==> config.mk <==
export PLATFORM = sky130hd
export DESIGN_NAME = isr_stack
export DESIGN_NICKNAME = d
export VERILOG_FILES = /design/src/rtl/isr_stack.sv
export SDC_FILE = /design/constraint.sdc
export NUM_CORES = 1
export LEC_CHECK = 0
export BUFFER_PORTS_ARGS = -buffer_cell sky130_fd_sc_hd__buf_4
export CAP_MARGIN = 10
export CORE_UTILIZATION = 45
export CTS_CLUSTER_SIZE = 16
export DETAILED_ROUTE_END_ITERATION = 10
export PLACE_DENSITY = 0.68
export SLEW_MARGIN = 20
export SYNTH_ARGS = -nofsm -noshare
export SYNTH_HDL_FRONTEND = slang
export SYNTH_SLANG_ARGS = --single-unit
==> constraint.sdc <==
create_clock -name clk_i -period 3.91 [get_ports clk_i]
set_clock_uncertainty 0.15 [all_clocks]
set_input_delay 0.1955 -clock clk_i [delete_from_list [all_inputs] [get_ports clk_i]]
set_output_delay 0.1955 -clock clk_i [all_outputs]
set_load 0.02 [all_outputs]
==> src/rtl/isr_stack.sv <==
// isr_stack: in-service register with a nesting stack of accepted channel IDs and a priority block mask
module isr_stack #(
    parameter int N_FAST = 3,
    parameter int N_NORM = 3,
    parameter int DEPTH  = 4,
    localparam int N     = N_FAST + N_NORM,
    localparam int ID_W  = (N > 1) ? $clog2(N) : 1,
    localparam int CNT_W = $clog2(DEPTH + 1)
) (
    input  logic             clk_i,
    input  logic             rst_ni,
    input  logic             ld_i,
    input  logic [ID_W-1:0]  ld_id_i,
    input  logic             clr_i,
    input  logic             sclr_i,
    input  logic [ID_W-1:0]  sclr_id_i,
    input  logic             err_clr_i,
    output logic [N-1:0]     isr_o,
    output logic             cur_valid_o,
    output logic [ID_W-1:0]  cur_id_o,
    output logic [CNT_W-1:0] level_o,
    output logic             full_o,
    output logic             empty_o,
    output logic [N-1:0]     block_mask_o,
    output logic [2:0]       err_o
);
    logic [ID_W-1:0]  stk_q [DEPTH];
    logic [ID_W-1:0]  stk_d [DEPTH];
    logic [ID_W-1:0]  stk_x [DEPTH+1];
    logic [N-1:0]     isr_q, isr_d, loh, soh;
    logic [CNT_W-1:0] lvl_q, lvl_d;
    logic [2:0]       err_q, err_d, ev;
    logic             hit, inv_ok;

    // One-hot of an ID; an ID >= N shifts out to zero, which doubles as the range check
    assign loh = N'(1) << ld_id_i;
    assign soh = N'(1) << sclr_id_i;

    // Retire (pop, or specific EOI with shift-down) first, then evaluate the push against the post-retire state
    always_comb begin
        stk_d = stk_q;
        isr_d = isr_q;
        lvl_d = lvl_q;
        ev    = '0;
        hit   = 1'b0;
        for (int k = 0; k < DEPTH; k++) stk_x[k] = stk_q[k];
        stk_x[DEPTH] = '0;
        if (clr_i) begin
            if (lvl_q == '0) ev[1] = 1'b1;
            else begin
                lvl_d = lvl_q - 1'b1;
                for (int k = 0; k < DEPTH; k++)
                    if (CNT_W'(k) == lvl_d) begin
                        isr_d    = isr_d & ~(N'(1) << stk_q[k]);
                        stk_d[k] = '0;
                    end
            end
        end else if (sclr_i) begin
            if (!(|(isr_q & soh))) ev[1] = 1'b1;
            else begin
                isr_d = isr_q & ~soh;
                lvl_d = lvl_q - 1'b1;
                for (int k = 0; k < DEPTH; k++) begin
                    hit = hit | ((stk_q[k] == sclr_id_i) && (CNT_W'(k) < lvl_q));
                    if (hit) stk_d[k] = stk_x[k+1];
                end
            end
        end
        if (ld_i) begin
            if (lvl_d == CNT_W'(DEPTH)) ev[0] = 1'b1;
            else if (!(|loh) || |(isr_d & loh)) ev[2] = 1'b1;
            else begin
                for (int k = 0; k < DEPTH; k++)
                    if (CNT_W'(k) == lvl_d) stk_d[k] = ld_id_i;
                isr_d = isr_d | loh;
                lvl_d = lvl_d + 1'b1;
            end
        end
        err_d = (err_clr_i ? 3'b000 : err_q) | ev;
    end

    // State registers; reset discards the whole stack at once
    always_ff @(posedge clk_i or negedge rst_ni) begin
        if (!rst_ni) begin
            stk_q <= '{default: '0};
            isr_q <= '0;
            lvl_q <= '0;
            err_q <= '0;
        end else begin
            stk_q <= stk_d;
            isr_q <= isr_d;
            lvl_q <= lvl_d;
            err_q <= err_d;
        end
    end

    assign isr_o       = isr_q;
    assign level_o     = lvl_q;
    assign err_o       = err_q;
    assign empty_o     = (lvl_q == '0);
    assign full_o      = (lvl_q == CNT_W'(DEPTH));
    assign cur_valid_o = !empty_o;

    // Top-of-stack select and mask of channels at or below current priority
    always_comb begin
        cur_id_o = '0;
        for (int k = 0; k < DEPTH; k++)
            if (CNT_W'(k) + 1'b1 == lvl_q) cur_id_o = stk_q[k];
        for (int i = 0; i < N; i++) block_mask_o[i] = cur_valid_o && (ID_W'(i) >= cur_id_o);
    end

    // Stack shape invariant: no duplicate live entries, zeros above the level
    always_comb begin
        inv_ok = 1'b1;
        for (int a = 0; a < DEPTH; a++) begin
            if (CNT_W'(a) >= lvl_q && stk_q[a] != '0) inv_ok = 1'b0;
            for (int b = a + 1; b < DEPTH; b++)
                if (CNT_W'(b) < lvl_q && stk_q[a] == stk_q[b]) inv_ok = 1'b0;
        end
    end

    a_count: assert property (@(posedge clk_i) disable iff (!rst_ni) $countones(isr_q) == int'(lvl_q));
    a_shape: assert property (@(posedge clk_i) disable iff (!rst_ni) inv_ok);
endmodule
# [Word-level counts from Yosys, hierarchy flattened]
# Cells that the tools add are included.
[word_totals] regBits=24 inputBits=12 output_inout_bits=24 word_cells=134
[classes] n_addsub=2 n_lt_le_gt_ge=10 n_eq_ne=16 n_shift=6 n_mux=57 bitwise_logic=17 reduce_logical=19
[ops] cell="6-bit 2-to-1 mux" count=17
[ops] cell="12-bit 2-to-1 mux" count=7
[ops] cell="3-bit 2-to-1 mux" count=24
[ops] cell="6-bit AND" count=7
[ops] cell="1-bit by 3-bit left shift with 6-bit output, first input constant" count=6
[ops] cell="6-bit NOT" count=5
[ops] cell="2-bit by 3-bit equality test with 1-bit output, first input constant" count=6
[ops] cell="6-bit OR reduction" count=3
[ops] cell="3-bit equality test" count=4
[ops] cell="1-bit logical AND" count=10
[ops] cell="1-bit by 3-bit equality test with 1-bit output, first input constant" count=3
[ops] cell="3-bit logical NOT" count=3
[ops] cell="1-bit 2-to-1 mux" count=9
[ops] cell="3-bit equality test, second input constant" count=2
[ops] cell="1-bit by 3-bit >= comparator with 1-bit output, first input constant" count=2
[ops] cell="2-bit by 3-bit >= comparator with 1-bit output, first input constant" count=2
[ops] cell="3-bit >= comparator, first input constant" count=2
[ops] cell="1-bit by 3-bit < comparator with 1-bit output, first input constant" count=2
[ops] cell="2-bit by 3-bit < comparator with 1-bit output, first input constant" count=2
[ops] cell="6-bit bitwise OR" count=1
[ops] cell="3-bit by 1-bit adder with 3-bit output, second input constant" count=1
[ops] cell="3-bit equality test, first input constant" count=1
[ops] cell="1-bit bitwise OR" count=3
[ops] cell="3-bit bitwise OR" count=1
[ops] cell="3 further kinds" count=4

# [Depth between registers and ports, before layout]
[logic_depth] word_depth=25 ltp_mapped=14 ltp_nobuf=12

# [Worst setup path before layout]
# OpenSTA, ideal clock, no wires.
[synth_timing] kind="register to output" start="register lvl_q[0] (netlist: level_o[0])" end="output port block_mask_o[4]" t_arrival_ps=2753 slack_ps=812 path_stages_with_launch=8 n_path_buf=1 path_cell_list="dfrtp_1 > inv_1 > ha_1 > buf_2 > and2_1 > a221o_1 > a21oi_1 > a21boi_0"
[synth_between] elab_chain_len=7 elab_cells_between_ends=12 classes_between="order compare (1); eq/ne (4); mux (4); reduce/logical (3)"
[synth_rtl] element="from (decl)" line_no="31" source="logic [CNT_W-1:0] lvl_q, lvl_d;"
[synth_rtl] element="from (signal assigned)" line_no="92" source="lvl_q <= lvl_d;"
[synth_rtl] element="1-bit by 3-bit equality test with 1-bit output" line_no="108" source="if (CNT_W'(k) + 1'b1 == lvl_q) cur_id_o = stk_q[k];"
[synth_rtl] element="3-bit 2-to-1 mux (3 in a row)" line_no="108"
[synth_rtl] element="3-bit 2-to-1 mux *" line_no="108"
[synth_rtl] element="via cur_id_o[1]" line_no="20" source="output logic [ID_W-1:0] cur_id_o,"
[synth_rtl] element="3-bit >= comparator *" line_no="109" source="for (int i = 0; i < N; i++) block_mask_o[i] = cur_valid_o && (ID_W'(i) >= cur_id_o);"
[synth_rtl] element="1-bit logical AND *" line_no="109"
[synth_rtl] element="to (decl)" line_no="24" source="output logic [N-1:0] block_mask_o,"
# Mark *: on every way through the listed nets, which the timed path passes. The rest lies on a longest branch.

==> results.yml <==
floorplan:
  io_pins: 36
  start_util: 0.473
  rows: 26
  die_area_mm2: 0.00577
  die_h_um: 76.0
  die_x_um: 76.0
  core_area_mm2: 0.00520
clock_network:
  insertion_delay_ns: 0.26
  clkSinkCount: 24
  cts_tree: "yes"
  cts-root-buf: "clkbuf_8"
  clk_pin_slew_ns: 0.08
  htree_levels: 1
  cts_max_path_buffers: 2
  cts_buffers: 3
  post-cts-setup-buffer-count: 0
synthesis:
  synth_cells: 304
  synth_area_per_cell_um2: 8.10
  yosysWarnings: 0
  synth_top_area_share: 0.244
  synth_top_cell_by_area: "dfrtp_1"
  synth_area_leaders: "dfrtp_1 24%, nand2_1 5.3%, ha_1 5.1%"
  syn_nets: 326
  synth-edff-count: 0
  synth_top_flop_cell: "dfrtp_1"
  ys_seq_area_frac: 0.244
  ys_seq_elements: 24
  synthArstFlopShare: 1.00
  syn_area_mm2: 0.00246
  ys_types: 65
setup_path:
  required_ns: 3.91
  startpoint_type: "flop"
  crit_path_max_fanout: 12
  reg2regPathDepth: 9
  critPathTopFamily: "compound AO/OA/AOI/OAI gates"
  cp_cell_sequence: "inv_1, ha_1, xnor2_1, o21ai_0, a21oi_1, a2bb2oi_4, nand4_4, nor2_2, mux2_2"
  cp_slowest_stage_delay_ns: 0.71
  path_class: "flop to flop"
  slowest_stage: "xnor2_1"
  critPathBufInv: 1
  cp.depth: 9
  worstPathArrival_ns: 3.59
  cp-end-kind: "flop"
worst_hold_path:
  min_path_cells: 2
  min_path_type: "input pin to flop"
timing:
  holdWs_ns: 0.0103
  setup_viol: 0
  finalSetupTns_ns: 0
  period_minus_slack_ns: 3.60
  worst_pin_slew_ns: 0.851
  slew_headroom: 0.429
  grt_setup_unrepaired: "false"
  fmax_mhz: 278
  drv_slew: 0
  period_share: 0.920
  hold_violations: 0
cells_and_area:
  drive_gt1_frac: 0.186
  seq_area_um2: 601
  antenna-diode-count: 0
  final_cell_mix: "36 x buf_4, 35 x nand2_1, 24 x dfrtp_1"
  synthToLayoutAreaGrowth_pct: 12.3
  layout_commonest_cell: "buf_4"
  num-fill-cells: 502
  utilization: 0.532
  nNetsFinal: 346
  multiInputGateArea_mm2: 0.00166
grt:
  antenna_found_initial: 0
  grt_pass1_vias: 2209
  grt_pass1_wl_mm: 11.4
  grt_max_degree: 25
  grt_util_all_layers: 0.244
  grt_overflow: 0
drt:
  via_count: 2361
  drt_iter0_markers: 178
  drtPass1Iterations: 5
  antenna_left: 0
  drc: 0
  vias_per_cell: 6.02
  finalWirelength_mm: 6.92
  wire_per_inst_um: 17.7
place:
  numPortBuffers: 35
  dpl.hpwl_mm: 5.12
  gp_congestion: 0.894
status:
  status: "finished clean"
power_and_ir_drop:
  p_per_area_mw_per_mm2: 754
  ir_worst_vdd_uv: 534
  p_leak_nw: 1.16
flow_run:
  maxCapViolCount: 0
[through the flow]
step / std cells / setup WS (ns) / power [mW] / area [um2]
2_1_floorplan: 304 / 0.812 / 1.51 / 2460
3_3_place_gp: 386 / 0.440 / 1.91 / 2700
3_5_place_dp: 386 / 0.429 / 1.92 / 2700
4_1_cts: 392 / 0.391 / 2.07 / 2770
5_1_grt: 392 / 0.0766 / 2.24 / 2770
6_report: 392 / 0.314 / 2.09 / 2770
[flip-flops by register name (all words and copies together), names as in the netlist]
name,cells
err_o,3
isr_o,6
stk_q,12
level_o,3
[worst register-to-register path: stages (launching register included)]
cell and delay (ns):
dfrtp_1 0.45, inv_1 0.14, ha_1 0.33, xnor2_1 0.71, o21ai_0 0.21, a21oi_1 0.42, a2bb2oi_4 0.23, nand4_4 0.18
nor2_2 0.30, mux2_2 0.37
[routing by layer]
layer	global-route usage	share of wire	up-vias
met5	0	0	-
met4	0.0808	0.016	0
met3	0.0287	0.056	10
met2	0.376	0.45	91
met1	0.354	0.48	1130
li1	-	-	1130
[area by class of cell]
| type | count | area share |
|---|---|---|
| multi-input combinational | 236 | 0.601 |
| tap | 70 | 0.0316 |
| clock buffer | 3 | 0.0149 |
| sequential | 24 | 0.217 |
| timing repair buffer | 39 | 0.108 |
| inverter | 20 | 0.0271 |
[Yosys cell counts, types with 4 or more instances]
master / n
ha_1: 10
a21oi_1: 15
nor4bb_1: 6
inv_1: 18
nand4_1: 9
nand2b_1: 4
a211o_1: 4
nor2_1: 20
mux2i_1: 11
mux2_2: 4
xor2_1: 9
nor3_1: 5
nor4b_1: 5
buf_2: 13
nand4b_1: 7
o21ai_0: 19
nand2_1: 35
nand3_1: 7
xnor2_1: 6
clkbuf_1: 8
dfrtp_1: 24
nor2b_1: 6
[worst paths after layout]
check                                startpoint                    to  slack (ns)
max in group asynchronous                rst_ni  level_o[1]$_DFF_PN0_        3.14
min                                  ld_id_i[1]    isr_o[1]$_DFF_PN0_        0.01
min in group asynchronous                rst_ni    err_o[1]$_DFF_PN0_        0.22
min reg2reg                  err_o[2]$_DFF_PN0_    err_o[2]$_DFF_PN0_        0.36
max                        level_o[0]$_DFF_PN0_    stk_q[9]$_DFF_PN0_        0.31
max reg2reg                level_o[0]$_DFF_PN0_    stk_q[9]$_DFF_PN0_        0.31
[cell families (layout without fill, tap and decap cells)]
family	Yosys count	count (layout)	synth area share
xor gates and xnor gates	15	15	0.0533
AOI/OAI and AO/OA	73	73	0.214
buffers and inverters	44	62	0.0813
muxes	16	16	0.0691
adders and majority gates	10	10	0.0508
and+or+nand+nor	122	122	0.288
DFF	24	24	0.244
[where the power goes]
group	switching, mW	internal, mW	leakage (nW)
combinational	0.784	0.582	0.836
clock	0.0738	0.0687	0.0216
sequential	0.227	0.349	0.306
[repair_timing]
action                                 4_1_cts  5_1_grt
setup endpoints to repair                    0        0
hold buffers                                 3        0
resized for setup                            0        0
endpoints found under the hold margin       26        0
Note: power is estimated with default switching activity, not from simulation.
